File: config.mk
export PLATFORM = sky130hd
export DESIGN_NAME = uart_cmd_master
export DESIGN_NICKNAME = d
export VERILOG_FILES = /design/src/rtl/uart_cmd_master.sv
export SDC_FILE = /design/constraint.sdc
export NUM_CORES = 1
export LEC_CHECK = 0
export BUFFER_PORTS_ARGS = -buffer_cell sky130_fd_sc_hd__buf_2
export CORE_ASPECT_RATIO = 1.75
export CORE_MARGIN = 3
export CORE_UTILIZATION = 43
export DETAILED_ROUTE_END_ITERATION = 8
export PLACE_DENSITY = 0.59
export SYNTH_ARGS = -nofsm -noshare
export SYNTH_HDL_FRONTEND = slang
export SYNTH_SLANG_ARGS = --single-unit
File: constraint.sdc
create_clock -name clk -period 2.8 [get_ports clk]
set_clock_uncertainty 0.2 [all_clocks]
set_input_delay 0.14 -clock clk [delete_from_list [all_inputs] [get_ports clk]]
set_output_delay 0.14 -clock clk [all_outputs]
set_load 0.005 [all_outputs]
File: src/rtl/uart_cmd_master.sv
// uart_cmd_master: UART command master. Sends a CMD_BYTES command MSB byte first, each byte LSB first as 8N1/8O1/8E1.
//   For reads (command MSB = 0) it then collects RD_BYTES response frames and returns them with an error flag.
//   Ports: clk, rst_n (async, active-low); cmd_in/cmd_vld/cmd_rdy command handshake; tx/rx UART pins;
//   read_vld/read_data/read_err read result (data and error held until the next read_vld); busy = ~cmd_rdy.
//   Optional macro UART_CMD_RX_TIMEOUT_EN: give up waiting for the first response byte after RX_TIMEOUT cycles.
module uart_cmd_master #(
  parameter int CLK_DIV    = 434,
  parameter int CMD_BYTES  = 2,
  parameter int RD_BYTES   = 1,
  parameter int PARITY     = 1,
  parameter int GAP_CYCLES = 100,
  parameter int RX_TIMEOUT = 65535
) (
  input  logic                   clk,
  input  logic                   rst_n,
  input  logic [CMD_BYTES*8-1:0] cmd_in,
  input  logic                   cmd_vld,
  output logic                   cmd_rdy,
  output logic                   tx,
  input  logic                   rx,
  output logic                   read_vld,
  output logic [RD_BYTES*8-1:0]  read_data,
  output logic                   read_err,
  output logic                   busy
);
  localparam int CMAX = CLK_DIV > GAP_CYCLES ? CLK_DIV : GAP_CYCLES;
  localparam int CW = $clog2(CMAX + 1);
  localparam int RW = RD_BYTES * 8;
  localparam logic [CW-1:0] BIT_END = CW'(CLK_DIV - 1);
  localparam logic [CW-1:0] HALF_END = CW'(CLK_DIV / 2 - 1);
  localparam logic [CW-1:0] GAP_END = CW'(GAP_CYCLES - 1);
  if (CLK_DIV < 4 || CMD_BYTES < 1 || CMD_BYTES > 4 || RD_BYTES < 1 || RD_BYTES > 4 ||
      PARITY < 0 || PARITY > 2 || GAP_CYCLES < 0 || RX_TIMEOUT < 1) begin : g_bad_param
    $error("uart_cmd_master: parameter out of range");
  end
  typedef enum logic [3:0] {
    IDLE, TX_START, TX_DATA, TX_PAR, TX_STOP, GAP,
    RX_WAIT, RX_START, RX_DATA, RX_PAR, RX_STOP, DONE
  } state_e;
  state_e state_q, state_d;
  logic [CW-1:0] cnt_q, cnt_d;
  logic [2:0] bit_q, bit_d;
  logic [1:0] byte_q, byte_d;
  logic [CMD_BYTES*8-1:0] cmd_q, cmd_d;
  logic wr_q, wr_d;
  logic rx1_q, rx2_q, rxp_q;
  logic [7:0] rsh_q, rsh_d;
  logic [RW-1:0] acc_q, acc_d, rdat_q, rdat_d;
  logic err_q, err_d, rerr_q, rerr_d;
  logic bit_end, half_end, gap_end, tx_last, rx_last, fall, tmo_hit;
  logic par_bad, err_any, done_in, tx_par;
  logic [7:0] tx_byte;
  assign bit_end  = cnt_q == BIT_END;
  assign half_end = cnt_q == HALF_END;
  assign gap_end  = cnt_q == GAP_END;
  // The byte on the wire is always the top byte; cmd_q shifts left after each stop bit.
  assign tx_byte  = cmd_q[CMD_BYTES*8-1 -: 8];
  assign tx_par   = (PARITY == 1) ? ~^tx_byte : ^tx_byte;
  assign tx_last  = byte_q == 2'(CMD_BYTES - 1);
  assign rx_last  = byte_q == 2'(RD_BYTES - 1);
  assign fall     = rxp_q & ~rx2_q;
  assign par_bad  = (^{rsh_q, rx2_q}) != (PARITY == 1);
  assign err_any  = err_q | (state_q == RX_PAR && bit_end && par_bad) | (state_q == RX_STOP && bit_end && !rx2_q);
  assign done_in  = state_d == DONE;
  assign read_data = rdat_q;
  assign read_err  = rerr_q;
`ifdef UART_CMD_RX_TIMEOUT_EN
  localparam int TW = $clog2(RX_TIMEOUT + 1);
  logic [TW-1:0] tmo_q, tmo_d;
  // Restarts from zero every time RX_WAIT is entered; only the first response byte can time out.
  assign tmo_d   = state_q == RX_WAIT ? tmo_q + TW'(1) : '0;
  assign tmo_hit = state_q == RX_WAIT && byte_q == 2'd0 && tmo_q == TW'(RX_TIMEOUT - 1);
  always_ff @(posedge clk or negedge rst_n)
    if (!rst_n) tmo_q <= '0;
    else tmo_q <= tmo_d;
`else
  assign tmo_hit = 1'b0;
`endif
  always_ff @(posedge clk or negedge rst_n)
    if (!rst_n) state_q <= IDLE;
    else state_q <= state_d;
  always_comb begin
    state_d = state_q;
    case (state_q)
      IDLE:     state_d = cmd_vld ? TX_START : IDLE;
      TX_START: state_d = bit_end ? TX_DATA : TX_START;
      TX_DATA:  state_d = (bit_end && bit_q == 3'd7) ? (PARITY != 0 ? TX_PAR : TX_STOP) : TX_DATA;
      TX_PAR:   state_d = bit_end ? TX_STOP : TX_PAR;
      TX_STOP:  if (bit_end) state_d = !tx_last ? (GAP_CYCLES > 0 ? GAP : TX_START) : wr_q ? IDLE : RX_WAIT;
      GAP:      state_d = gap_end ? TX_START : GAP;
      RX_WAIT:  state_d = tmo_hit ? DONE : fall ? RX_START : RX_WAIT;
      RX_START: if (half_end) state_d = rx2_q ? RX_WAIT : RX_DATA;
      RX_DATA:  state_d = (bit_end && bit_q == 3'd7) ? (PARITY != 0 ? RX_PAR : RX_STOP) : RX_DATA;
      RX_PAR:   state_d = bit_end ? RX_STOP : RX_PAR;
      RX_STOP:  if (bit_end) state_d = rx_last ? DONE : RX_WAIT;
      default:  state_d = IDLE;
    endcase
  end
  always_comb begin
    cmd_rdy  = state_q == IDLE;
    busy     = state_q != IDLE;
    read_vld = state_q == DONE;
    tx = state_q == TX_START ? 1'b0 : state_q == TX_DATA ? tx_byte[bit_q] : state_q == TX_PAR ? tx_par : 1'b1;
  end
  // The shared counter restarts on every state change; inside GAP it runs to GAP_END instead of bit length.
  // After RX_START the counter is mid-bit, so a full bit period later lands mid-bit again.
  always_comb begin
    cnt_d  = (state_d != state_q || (state_q != GAP && bit_end)) ? '0 : cnt_q + CW'(1);
    bit_d  = ((state_q == TX_DATA || state_q == RX_DATA) && bit_end) ? bit_q + 3'd1 : bit_q;
    byte_d = (state_q == IDLE || (state_q == TX_STOP && state_d == RX_WAIT)) ? 2'd0 :
             ((state_q == TX_STOP || state_q == RX_STOP) && bit_end) ? byte_q + 2'd1 : byte_q;
    cmd_d  = (state_q == IDLE && cmd_vld) ? cmd_in : (state_q == TX_STOP && bit_end) ? cmd_q << 8 : cmd_q;
    wr_d   = (state_q == IDLE && cmd_vld) ? cmd_in[CMD_BYTES*8-1] : wr_q;
    rsh_d  = (state_q == RX_DATA && bit_end) ? {rx2_q, rsh_q[7:1]} : rsh_q;
    acc_d  = (state_q == RX_STOP && bit_end) ? RW'({acc_q, rsh_q}) : acc_q;
    err_d  = done_in ? 1'b0 : err_any;
    // A timeout reaches DONE straight from RX_WAIT and must leave the previous data in place.
    rdat_d = (done_in && state_q != RX_WAIT) ? acc_d : rdat_q;
    rerr_d = done_in ? (err_any | (state_q == RX_WAIT)) : rerr_q;
  end
  always_ff @(posedge clk or negedge rst_n)
    if (!rst_n) begin
      cnt_q  <= '0;
      bit_q  <= '0;
      byte_q <= '0;
      cmd_q  <= '0;
      wr_q   <= 1'b0;
      rx1_q  <= 1'b1;
      rx2_q  <= 1'b1;
      rxp_q  <= 1'b1;
      rsh_q  <= '0;
      acc_q  <= '0;
      rdat_q <= '0;
      err_q  <= 1'b0;
      rerr_q <= 1'b0;
    end else begin
      cnt_q  <= cnt_d;
      bit_q  <= bit_d;
      byte_q <= byte_d;
      cmd_q  <= cmd_d;
      wr_q   <= wr_d;
      rx1_q  <= rx;
      rx2_q  <= rx1_q;
      rxp_q  <= rx2_q;
      rsh_q  <= rsh_d;
      acc_q  <= acc_d;
      rdat_q <= rdat_d;
      err_q  <= err_d;
      rerr_q <= rerr_d;
    end
endmodule

==> flow_summary.ini <==
[clocking]
clock_sinks = 56
clk_slew_on_worst_s_h_paths_ps = 70
clock_tree.root_cell = clkbuf_16
tritoncts.num_buffers = 5
clk-insertion-delay-late_ps = 300
clk_path_buf_depth = 2
htree_levels = 2
tritoncts = yes

[synthesis]
synth_cells = 282
ys_types = 53
synth_area_leaders = dfrtp_1 (44%), xnor2_1 (5.5%), nand2_1 (5.1%), mux2_1 (3.8%), mux2i_1 (3.0%)
avgSynthCellArea_um2 = 10.6
seq_cells_post_synth = 56
synth_compound_gate_area_share_pct = 9.75
synthesis.nets = 309
yosysSeqAreaShare_pct = 46.8
synth_largest_type_area_fraction_pct = 44.2
synth_warnings = 0
synth_top_family_by_area = simple AND/OR/NAND/NOR gates
yosys_most_used_dff = dfrtp_1
synth_edf_count = 0
synth_area_leader_cell = dfrtp_1
async_flop_share_pct = 100
yosys.area_share.xor_xnor_pct = 7.00
post_synth_instance_area_mm2 = 0.00300
synth-adder-area-share_pct = 2.92
synth_simple_gate_area_share_pct = 18.8
synth.area.mux_share_pct = 12.0

[power]
power_density_mw_per_mm2 = 420
overall_power_consumption_mw = 1.53
peakVddDrop_v = 0.000441
leakage_power_of_the_design_nw = 1.61

[critical_path]
critical-path-top-delay-family = simple AND/OR/NAND/NOR gates
critPathKind = reg -> reg
critical_path.slowest_cell = dfrtp_1
timing.critical_path.required_ps = 2750
cp_cell_sequence = ha_1 > or4b_1 > or4_1 > a21oi_1 > nor2_1 > nor2_2 > a2111oi_2
regToRegStartpoint = cnt_q[0]
r2r_cells = 7
crit_buf_inv = 0
cp_max_fo = 6
arrival_ps = 2540
max_stage_delay_ps = 470
timing.critical_path.from = cnt_q[0]
reg2reg_slack_ps = 220
cp-end-kind = flip-flop
critical_path_source_type = flip-flop
worst_r2r_endpoint = cnt_q[1]

[layout]
design.final.nets = 365
layoutNonFillerInstCount = 421
number_of_fillers_in_the_final_layout = 627
post_route_cells_drive_above_1_share_pct = 22.7
diodes = 0
multi_input_comb_area_mm2 = 0.00152
layout_common_cells = dfrtp_1 (53), nand2_1 (41), buf_2 (32)
synthToLayoutAreaGrowth_pct = 21.1
seqCellArea_mm2 = 0.00141
mostFrequentLayoutCell = dfrtp_1

[flow_run]
number_of_violations_of_the_max_capacitance_limit = 0

[global_routing]
grt_antenna_before_repair = 0
grt_first_pass_wirelength_mm = 10.9
via_count_of_the_first_global_routing_pass = 2328
overflow = 0
grt_use_total_pct = 16.9
grt_max_degree = 57

[detailed_routing]
drc_errors = 0
ant_nets = 0
post_drt_via_cell_ratio = 5.32
post_drt_wl_per_cell_um = 14.8
detailed_route_via_count = 2238
drt_wl_total_mm = 6.23
drt_pass_1_iters = 4
drt-initial-drc-count = 81

[timing]
fin_crit_sh_pct = 92.3
finish_stage_setup_viols = 0
period_needed_ps = 2580
rsz0062_at_grt = no
final-hold-violation-count = 0
worst_slew_margin_rel_pct = 52.9
timing.fmax_mhz = 387
tightest_slew_ps = 706
timing_max_transition_violations_final = 0
fin_tns_setup_ps = 0

[die]
initial_utilization_pct = 45.2
chipHeight_um = 117
design.portCount = 33
fp.dieW_um = 69.2
floorplan_row_count = 39
design.core.area_mm2 = 0.00664
design.die.area_mm2 = 0.00806

[placement]
dp_hpwl_mm = 4.45
buffer_ports.inserted = 32
gp_routability_congestion = 0.861
dpl.cell_count = 395

[hold_path]
whs_path_depth = 4
hold-path-endpoint = cmd_q[0]
timing.hold.worst.class = in -> reg
min_from = cmd_vld

[run_status]
run_status = completed
==> cell families after synthesis <==
family                   after synthesis
AND/OR/NAND/NOR                      104
flip-flops                            56
AO/OA/AOI/OAI                         42
multiplexers                          30
XOR/XNOR                              24
buffers and inverters                 19
adder cells (fa/ha/maj)                7
==> cell usage after synthesis (3+ instances only) <==
cell and number:
dfrtp_1 53, nand2_1 41, nor2_1 19, xnor2_1 19, o21ai_1 18, mux2_1 10
mux2i_1 9, mux2_2 8, buf_2 7, ha_1 7, inv_1 6, nand3_1 6
a21oi_1 5, xor2_1 5, a2111oi_2 4, and3_1 4, clkbuf_1 4, nand2b_1 4
dfstp_2 3, nand4b_1 3, nor2b_1 3, nor3_1 3, o21ai_0 3, or4_1 3
==> routing by layer <==
layer,wire length [µm],track usage [%]
met3,166,2.93
met5,0,0
met4,151,8.60
met2,3380,30.3
met1,2530,19.3
==> final cells by class <==
class                      instances  share of cell area [%]
multi-input combinational        207                    41.7
tap                               82                    2.82
clock buffer                       6                    3.82
inverter                           6                   0.620
clock inverter                     2                   0.482
timing repair buffer              62                    11.8
sequential                        56                    38.7
==> tightest hold or removal path, cell delays in order <==
cell	delay [ps]
buf_2	100
nand2_1	190
nand2_1	130
o21ai_1	50
==> worst max path at each step <==
stage | endpoint | slack, ps | cells after the start
floorplan | cnt_q[0] | 410 | 9
global placement | cnt_q[0] | 280 | 8
detailed placement | cnt_q[2] | 240 | 7
CTS | cnt_q[2] | 210 | 7
global route | cnt_q[8] | 70 | 7
finish | cnt_q[1] | 220 | 7
==> flip-flops by register name (all words and copies together), names as in the netlist, 2 cells and up <==
register   flops
cmd_q         16
cnt_q          9
read_data      8
rsh_q          8
state_q        4
bit_q          3
byte_q         2
==> through the flow <==
stage	util, %	setup WS (ps)	instance area (µm²)	hold slack, ps
after floorplan	-	415	3000	-356
after global placement	49.7	282	3300	45.5
after detailed placement	49.7	241	3300	46.2
after CTS	54.8	213	3630	166
after global routing	54.8	70.2	3630	167
final	54.8	215	3630	157
==> timing repair <==
action,CTS,global route
buffers inserted,0,0
endpoints found under the hold margin,71,0
hold buffers,18,0
gates resized for setup,0,0
==> report_power, final <==
part	switching [mW]	internal, mW
clock	0.297	0.363
sequential	0.00220	0.812
combinational	0.0231	0.0290
total	0.322	1.20
Power figures use the tool's default switching activity.
